File: src/rtl/nor3_sweep_ctrl_if.sv
// Control and gate-side bus of the NOR3 sweep sequencer.
//   start/abort   : sweep requests from the lab top
//   busy/done/pass, err_cnt, fail_vec : sweep status and results
//   a,b,c         : vector driven to the gate under test
//   d,e           : gate outputs fed back for checking
// slave  = the sequencer, master = whoever drives start/abort and hosts the gate.
interface nor3_sweep_ctrl_if #(
   parameter int N_IN = 3
);
   logic                 start;
   logic                 abort;
   logic                 busy;
   logic                 done;
   logic                 pass;
   logic [N_IN:0]        err_cnt;
   logic [2**N_IN-1:0]   fail_vec;
   logic                 a, b, c;
   logic                 d, e;

   modport slave (
      input  start, abort, d, e,
      output busy, done, pass, err_cnt, fail_vec, a, b, c
   );

   modport master (
      output start, abort, d, e,
      input  busy, done, pass, err_cnt, fail_vec, a, b, c
   );
endinterface

File: src/rtl/nor3_sweep_ctrl.sv
// Sweep sequencer for a three-input NOR gate datapath.
// On start, walks {a,b,c} through 0..2**N_IN-1 (c = LSB). Each vector is held
// SETTLE cycles, then d/e are sampled for one cycle and compared against the
// EXP_D/EXP_E truth tables. Reports busy/done/pass, a mismatch count and a
// per-vector fail map.
// Ports:
//   clk  : rising-edge clock
//   rst  : synchronous active-high reset
//   bus  : slave side of nor3_sweep_ctrl_if (start/abort in, status out,
//          a,b,c out to the gate, d,e back from it)
module nor3_sweep_ctrl #(
   parameter int                  N_IN   = 3,
   parameter int                  SETTLE = 2,
   parameter logic [2**N_IN-1:0]  EXP_D  = 8'b00000001,
   parameter logic [2**N_IN-1:0]  EXP_E  = 8'b11111110
) (
   input  logic                  clk,
   input  logic                  rst,
   nor3_sweep_ctrl_if.slave      bus
);
   localparam int NV = 2**N_IN;
   localparam int CW = (SETTLE > 1) ? $clog2(SETTLE) : 1;

   typedef enum logic [1:0] {
      S_IDLE,
      S_SETTLE,
      S_SAMPLE
   } state_t;

   state_t            state_q, state_n;
   logic [N_IN-1:0]   vec_q, vec_n;
   logic [CW-1:0]     cnt_q, cnt_n;
   logic              busy_q, busy_n;
   logic              done_q, done_n;
   logic              pass_q, pass_n;
   logic [N_IN:0]     err_q, err_n;
   logic [NV-1:0]     fail_q, fail_n;
   logic              mismatch;

   // Both outputs wrong on one vector still counts as a single failing vector.
   assign mismatch = (bus.d != EXP_D[vec_q]) | (bus.e != EXP_E[vec_q]);

   always_ff @(posedge clk) begin
      if (rst) begin
         state_q <= S_IDLE;
         vec_q   <= '0;
         cnt_q   <= '0;
         busy_q  <= 1'b0;
         done_q  <= 1'b0;
         pass_q  <= 1'b0;
         err_q   <= '0;
         fail_q  <= '0;
      end else begin
         state_q <= state_n;
         vec_q   <= vec_n;
         cnt_q   <= cnt_n;
         busy_q  <= busy_n;
         done_q  <= done_n;
         pass_q  <= pass_n;
         err_q   <= err_n;
         fail_q  <= fail_n;
      end
   end

   always_comb begin
      state_n = state_q;
      vec_n   = vec_q;
      cnt_n   = cnt_q;
      busy_n  = busy_q;
      done_n  = done_q;
      pass_n  = pass_q;
      err_n   = err_q;
      fail_n  = fail_q;

      case (state_q)
         S_IDLE: begin
            if (bus.start) begin
               state_n = S_SETTLE;
               busy_n  = 1'b1;
               done_n  = 1'b0;
               pass_n  = 1'b0;
               err_n   = '0;
               fail_n  = '0;
               vec_n   = '0;
               cnt_n   = '0;
            end
         end
         S_SETTLE: begin
            if (cnt_q == CW'(SETTLE - 1)) begin
               cnt_n   = '0;
               state_n = S_SAMPLE;
            end else begin
               cnt_n = cnt_q + 1'b1;
            end
         end
         S_SAMPLE: begin
            if (mismatch) begin
               if (err_q != (N_IN+1)'(NV))
                  err_n = err_q + 1'b1;
               fail_n[vec_q] = 1'b1;
            end
            if (vec_q == N_IN'(NV - 1)) begin
               state_n = S_IDLE;
               busy_n  = 1'b0;
               done_n  = 1'b1;
               pass_n  = (err_n == '0);   // includes this last sample
               vec_n   = '0;
            end else begin
               vec_n   = vec_q + 1'b1;
               state_n = S_SETTLE;
            end
         end
         default: state_n = S_IDLE;
      endcase

      // Abort overrides any sweep step, including the final sample: the sample
      // of this cycle is dropped and results keep what was gathered so far.
      if (bus.abort && state_q != S_IDLE) begin
         state_n = S_IDLE;
         busy_n  = 1'b0;
         done_n  = 1'b0;
         pass_n  = 1'b0;
         vec_n   = '0;
         cnt_n   = '0;
         err_n   = err_q;
         fail_n  = fail_q;
      end
   end

   // The gate has exactly three inputs; the vector index maps onto them.
   assign {bus.a, bus.b, bus.c} = 3'(vec_q);
   assign bus.busy     = busy_q;
   assign bus.done     = done_q;
   assign bus.pass     = pass_q;
   assign bus.err_cnt  = err_q;
   assign bus.fail_vec = fail_q;
endmodule

File: src/flat_wrapper.sv
// flat-port wrapper written by rule: the top's interface ports become plain ports
module nor3_sweep_ctrl_flat 
#(
   parameter int                  N_IN   = 3,
   parameter int                  SETTLE = 2,
   parameter logic [2**N_IN-1:0]  EXP_D  = 8'b00000001,
   parameter logic [2**N_IN-1:0]  EXP_E  = 8'b11111110
)
  (clk, rst, bus_start, bus_abort, bus_d, bus_e, bus_busy, bus_done, bus_pass, bus_err_cnt, bus_fail_vec, bus_a, bus_b, bus_c);
  nor3_sweep_ctrl_if #(.N_IN(N_IN)) bus_i ();
  input  logic clk;
  input  logic rst;
  input wire logic [$bits(bus_i.start)-1:0] bus_start;
  input wire logic [$bits(bus_i.abort)-1:0] bus_abort;
  input wire logic [$bits(bus_i.d)-1:0] bus_d;
  input wire logic [$bits(bus_i.e)-1:0] bus_e;
  output wire logic [$bits(bus_i.busy)-1:0] bus_busy;
  output wire logic [$bits(bus_i.done)-1:0] bus_done;
  output wire logic [$bits(bus_i.pass)-1:0] bus_pass;
  output wire logic [$bits(bus_i.err_cnt)-1:0] bus_err_cnt;
  output wire logic [$bits(bus_i.fail_vec)-1:0] bus_fail_vec;
  output wire logic [$bits(bus_i.a)-1:0] bus_a;
  output wire logic [$bits(bus_i.b)-1:0] bus_b;
  output wire logic [$bits(bus_i.c)-1:0] bus_c;
  assign bus_i.start = bus_start;
  assign bus_i.abort = bus_abort;
  assign bus_i.d = bus_d;
  assign bus_i.e = bus_e;
  assign bus_busy = bus_i.busy;
  assign bus_done = bus_i.done;
  assign bus_pass = bus_i.pass;
  assign bus_err_cnt = bus_i.err_cnt;
  assign bus_fail_vec = bus_i.fail_vec;
  assign bus_a = bus_i.a;
  assign bus_b = bus_i.b;
  assign bus_c = bus_i.c;
  nor3_sweep_ctrl #(.N_IN(N_IN), .SETTLE(SETTLE), .EXP_D(EXP_D), .EXP_E(EXP_E)) u_core (.clk(clk), .rst(rst), .bus(bus_i));
endmodule
File: config.mk
export PLATFORM = sky130hd
export DESIGN_NAME = nor3_sweep_ctrl_flat
export DESIGN_NICKNAME = d
export VERILOG_FILES = /design/src/rtl/nor3_sweep_ctrl_if.sv /design/src/rtl/nor3_sweep_ctrl.sv /design/src/flat_wrapper.sv
export SDC_FILE = /design/constraint.sdc
export NUM_CORES = 1
export LEC_CHECK = 0
export CORE_ASPECT_RATIO = 0.7
export CORE_MARGIN = 4
export CORE_UTILIZATION = 49
export CTS_CLUSTER_SIZE = 30
export DETAILED_ROUTE_END_ITERATION = 10
export HOLD_SLACK_MARGIN = 0.02
export PLACE_DENSITY_LB_ADDON = 0.1
export SLEW_MARGIN = 10
export SYNTH_ARGS = -nofsm -noshare
export SYNTH_HDL_FRONTEND = slang
export SYNTH_SLANG_ARGS = --single-unit
File: constraint.sdc
create_clock -name clk -period 2.2 [get_ports clk]
set_input_delay 0.33 -clock clk [delete_from_list [all_inputs] [get_ports clk]]
set_output_delay 0.33 -clock clk [all_outputs]
set_load 0.02 [all_outputs]
After elaboration in Yosys (flattened, before gate mapping)
Memories as Yosys holds them, arrays and structs flattened. A register that Yosys moved wholly into a read port is not among the register bits.
Index checks and enable logic that the tools add are counted.
{"block": "word_totals", "reg_bits": 21, "romBits": 16, "out_inout_bits": 18, "n_memories": 2}
{"block": "op_classes", "addsub": 3, "magnitude_cmp": 2, "n_eq_ne": 10, "n_mux": 33, "bitwise_logic": 3, "n_reduce_logical": 14}
{"name": "(name not given)", "depth": 8, "word_bits": 1, "read_ports": 1, "rd_ports_with_merged_regs": 1, "wr": 0, "line": "nor3_sweep_ctrl.sv:41", "text": "assign mismatch = (bus.d != EXP_D[vec_q]) | (bus.e != EXP_E[vec_q]);"}
{"name": "(name not given)", "depth": 8, "word_bits": 1, "read_ports": 1, "rd_ports_with_merged_regs": 1, "wr": 0, "line": "nor3_sweep_ctrl.sv:41"}
{"op": "$mux 3", "n": 6}
{"op": "$mux 4", "n": 4}
{"op": "$mux 8", "n": 2}
{"op": "$pmux 8 s2", "n": 1}
{"op": "$mux 1", "n": 10}
{"op": "$or 8x8->8", "n": 1}
{"op": "$pmux 1 s2", "n": 4}
{"op": "$pmux 4 s2", "n": 1}
{"op": "$ne 2x1->1 const B", "n": 3}
{"op": "$pmux 2 s3", "n": 1}
{"op": "$pmux 3 s2", "n": 1}
{"op": "$reduce_and 2->1", "n": 3}
{"op": "$reduce_and 3->1", "n": 2}
{"op": "$reduce_bool 2->1", "n": 3}
{"op": "$add 4x1->4 const B", "n": 1}
{"op": "$logic_not 4->1", "n": 1}
{"op": "$lt 3x4->1 const B", "n": 1}
{"op": "$mux 2", "n": 2}
{"op": "$ne 4x4->1 const B", "n": 1}
{"op": "$reduce_and 4->1", "n": 1}
{"op": "$add 3x1->3 const B", "n": 1}
{"op": "$demux 1 s3", "n": 1}
{"op": "$eq 3x3->1 const B", "n": 1}
{"op": "$ge 3x1->1 const B", "n": 1}
{"op": "other kinds (10)", "n": 12}

Logic depth before layout (Yosys ltp)
{"block": "depth", "word_depth": 9, "mapped_depth": 8, "depth_no_buf": 7}

Worst setup path before layout
Ideal clock, no wire load.
{"block": "synth_path", "path_kind": "reg2reg", "start": "reg u_core.err_q[0], in the netlist u_core.bus.err_cnt[0]", "end": "reg u_core.pass_q, in the netlist u_core.bus.pass", "t_arrival_ps": 1780, "required_time_ps": 2130, "path_slack_ps": 350, "stages_incl_launch_ff": 9, "cell_sequence": "dfxtp_1 -> clkbuf_1 -> inv_1 -> ha_1 -> a211o_1 -> a221oi_1 -> a21oi_1 -> a21o_1 -> a21oi_1"}
{"block": "synth_between", "elab_chain_cells": 7}
{"item": "start: declaration", "line": "nor3_sweep_ctrl.sv:36", "text": "logic [N_IN:0] err_q, err_n;"}
{"item": "start signal: assignment", "line": "nor3_sweep_ctrl.sv:60", "text": "err_q <= err_n;"}
{"item": "$add 4x1->4 / $ne 4x4->1 (equally long branches)", "line": "nor3_sweep_ctrl.sv:99, nor3_sweep_ctrl.sv:98"}
{"item": "$mux 4", "line": "nor3_sweep_ctrl.sv:98", "text": "if (err_q != (N_IN+1)'(NV))"}
{"item": "$mux 4 (*)", "line": "nor3_sweep_ctrl.sv:97", "text": "if (mismatch) begin"}
{"item": "$mux 4 (*)", "line": "nor3_sweep_ctrl.sv:75", "text": "case (state_q)"}
{"item": "$logic_not 4->1 (*)", "line": "nor3_sweep_ctrl.sv:106", "text": "pass_n = (err_n == '0);"}
{"item": "$mux 1 (*)", "line": "nor3_sweep_ctrl.sv:102", "text": "if (vec_q == N_IN'(NV - 1)) begin"}
{"item": "$pmux 1 s2 (*)", "line": "nor3_sweep_ctrl.sv:75"}
{"item": "end signal: assignment", "line": "nor3_sweep_ctrl.sv:59", "text": "pass_q <= pass_n;"}
{"item": "end: declaration", "line": "nor3_sweep_ctrl.sv:35", "text": "logic pass_q, pass_n;"}
Every way passes the cells marked *; elsewhere a longest branch is shown, timed or not. The select of a mux whose other input is x is not followed.
A chain may end at the register's enable or synchronous reset.

Worst setup path in the final report
{"block": "layout_path", "start": "reg u_core.err_q[0], in the netlist u_core.bus.err_cnt[0]", "end": "out bus_err_cnt[0]"}
{"item": "end: declaration", "line": "flat_wrapper.sv:20", "text": "output wire logic [$bits(bus_i.err_cnt)-1:0] bus_err_cnt;"}
No word-level cell between the ends.

==> results.sh <==
export IMPL_yosys_warnings=0
export IMPL_path_cells="clkdlybuf4s50_1"
export IMPL_synth_edf_count=0
export IMPL_htreeDepth=1
export IMPL_yosys_most_used_dff="dfxtp_1"
export IMPL_synth_adder_area_share_pct=4.50
export IMPL_cts_sinks=23
export IMPL_core_mm2=0.00215
export IMPL_worstPathRequired_ns=1.87
export IMPL_port_buffer_count=23
export IMPL_rsz0062_at_grt="no"
export IMPL_period_share_pct=83.7
export IMPL_grtUsageMet2_pct=25.2
export IMPL_rows=14
export IMPL_synth_compound_area_share_pct=25.5
export IMPL_cp_max_fo=10
export IMPL_track_usage_pct=17.6
export IMPL_arrival_ns=1.51
export IMPL_synth_cells=125
export IMPL_met3_usage_pct=6.10
export IMPL_route_detailed_drc=0
export IMPL_cpLargestDelayFamily="buffers and inverters"
export IMPL_powerDensity_mw_per_mm2=511
export IMPL_fin_crit_ns=1.84
export IMPL_crit_type="flop to output pin"
export IMPL_ys_top_cells_by_area="dfxtp_1, a21oi_1, nor2_1"
export IMPL_synth_seq_cells=23
export IMPL_skew_ns=0.00155
export IMPL_synth_top_family_by_area="compound AO/OA/AOI/OAI gates"
export IMPL_cts_root_buffer="clkbuf_4"
export IMPL_cp_slowest_cell="clkdlybuf4s50_1"
export IMPL_busiest_layer="met1"
export IMPL_grt_pass1_wl_um=4100
export IMPL_cts_buffers=3
export IMPL_hold_viol=0
export IMPL_fin_setup_tns_ns=0
export IMPL_synthArstFlopShare_pct=0
export IMPL_dp_worst_setup_slack_ns=0.172
export IMPL_clock_latency_ns=0.30
export IMPL_wl_per_cell_um=14.0
export IMPL_start_kind="flop"
export IMPL_synthDominantCellAreaShare_pct=41.4
export IMPL_cap_violations=0
export IMPL_synthMuxAreaShare_pct=0
export IMPL_vdd_drop_max_v=0.000281
export IMPL_drt_first_pass_iters=4
export IMPL_start_util_pct=51.6
export IMPL_vias_per_cell=5.52
export IMPL_drive_gt1_share_pct=10.7
export IMPL_ant_nets=0
export IMPL_relSlewSlack_pct=73.2
export IMPL_slowest_delay_ns=0.67
export IMPL_synth_simple_area_share_pct=22.0
export IMPL_gp_congestion=0.943
export IMPL_syn_to_final_growth_pct=26.0
export IMPL_ctsResizeCount=0
export IMPL_min_path_type="flop to flop"
export IMPL_power_total_uw=716
export IMPL_critPathCaptureType="output pin"
export IMPL_cts_tree="yes"
export IMPL_clockBufferDepth=2
export IMPL_synth_largest_area_cell="dfxtp_1"
export IMPL_syn_num_nets=135
export IMPL_routed_wl_um=2540
export IMPL_reg2reg_slack_ns=0.39
export IMPL_met1_usage_pct=25.5
export IMPL_cts_clk_slew_worst_paths_ns=0.12
export IMPL_status="finished clean"
export IMPL_grt_pass1_vias=865
export IMPL_overflow=0
export IMPL_yosysSeqAreaShare_pct=41.4
export IMPL_finalMaxSlewViolations=0
export IMPL_synth_area_mm2=0.00111
export IMPL_fp_dieH_um=47.8
export IMPL_drt_iter0_markers=61
export IMPL_p_leak_nw=0.524
export IMPL_synth_xor_area_share_pct=1.58
export IMPL_synth_cell_types=42
export IMPL_die_w_um=64.9
export IMPL_dieArea_mm2=0.00311
export IMPL_post_cts_buffers=0
export IMPL_nNetsFinal=160
export IMPL_cts_hold_buf=0
export IMPL_avgSynthCellArea_um2=8.89
export IMPL_antenna_found_initial=0
export IMPL_worst_pin_slew_ns=0.402
export IMPL_max_freq_ghz=0.543
export IMPL_setup_viol=0
export IMPL_io_pins=24
export IMPL_grt_max_degree=13
export IMPL_path_buf_inv=1
export IMPL_diodes=0
export IMPL_hpwl_um=1870
export IMPL_vias=1000
export IMPL_setup_slack_ns=0.358
[cell families (layout without fill, tap and decap cells)]
family,count (synthesis),after routing
and+or+nand+nor,44,44
AOI/OAI and AO/OA,41,41
DFF,23,23
buffers and inverters,11,35
adders and majority gates,4,4
xor gates and xnor gates,2,2
[through the flow]
step,hold WS [ns],instances,area (um^2),util [%]
finish,0.469,181,1400,65.0
global route,0.498,181,1400,65.0
CTS,0.473,181,1400,65.0
detailed placement,0.456,177,1370,63.8
global placement,0.447,177,1370,63.8
floorplan,0.399,125,1110,-
[where the power goes]
part | switching [mW] | total, mW | internal [mW]
Combinational | 0.0483 | 0.0924 | 0.0441
Sequential | 0.00932 | 0.434 | 0.425
Clock | 0.119 | 0.190 | 0.0707
Total | 0.177 | 0.716 | 0.539
[flip-flops by register name (all words and copies together) (netlist names), named ones only]
| register | cells |
|---|---|
| u_core.bus.fail_vec | 8 |
| u_core.vec_q | 3 |
| u_core.state_q | 2 |
| u_core.bus.busy | 1 |
| u_core.bus.done | 1 |
| u_core.cnt_q | 1 |
| u_core.bus.err_cnt | 4 |
| u_core.bus.pass | 1 |
[cell usage after synthesis (all sizes together) (2+ instances only)]
master / number
a311oi: 2
nand4: 3
nor2b: 4
nand2b: 2
a31oi: 3
clkbuf: 5
a21oi: 16
nor2: 16
nor3: 2
dfxtp: 23
ha: 4
a22oi: 2
a211o: 2
inv: 3
nand2: 7
or3b: 3
o21a: 2
buf: 3
xnor2: 2
o21ai: 5
[metal layers]
layer / up-vias / share of wire (%) / wire length (um)
li1: 501 / - / -
met4: 0 / 0.39 / 10
met3: 2 / 6.0 / 151
met1: 467 / 53 / 1340
met2: 30 / 41 / 1040
met5: - / 0 / 0
[cells in the final DEF, fill, tap and decap left out, types with 3 or more instances in the layout]
master	count
a21oi_1	16
a31oi_1	3
buf_4	5
clkbuf_4	3
clkdlybuf4s50_1	23
dfxtp_1	23
ha_1	4
inv_1	3
nand2_1	6
nand4_1	3
nor2_1	15
nor2b_1	4
o21ai_0	5
[area by class of cell]
type                    count  area [um^2]
repair buffers             28          268
flip-flops and latches     23          460
clock buffers               4         26.3
inverters                   3         11.3
well taps                  32         40.0
fillers                   188          754
multi-input cells          91          594
[path summary, 6_finish.rpt]
kind                                       startpoint                      to  depth (start not counted)
worst max-delay path            u_core.bus.err_cnt[0]          bus_err_cnt[0]                          1
worst min-delay path                  u_core.bus.done         u_core.bus.done                          2
worst max register to register      u_core.state_q[1]  u_core.bus.fail_vec[6]                          5
worst min register to register        u_core.bus.done         u_core.bus.done                          2
No activity file was read; power rests on OpenSTA's default activity.
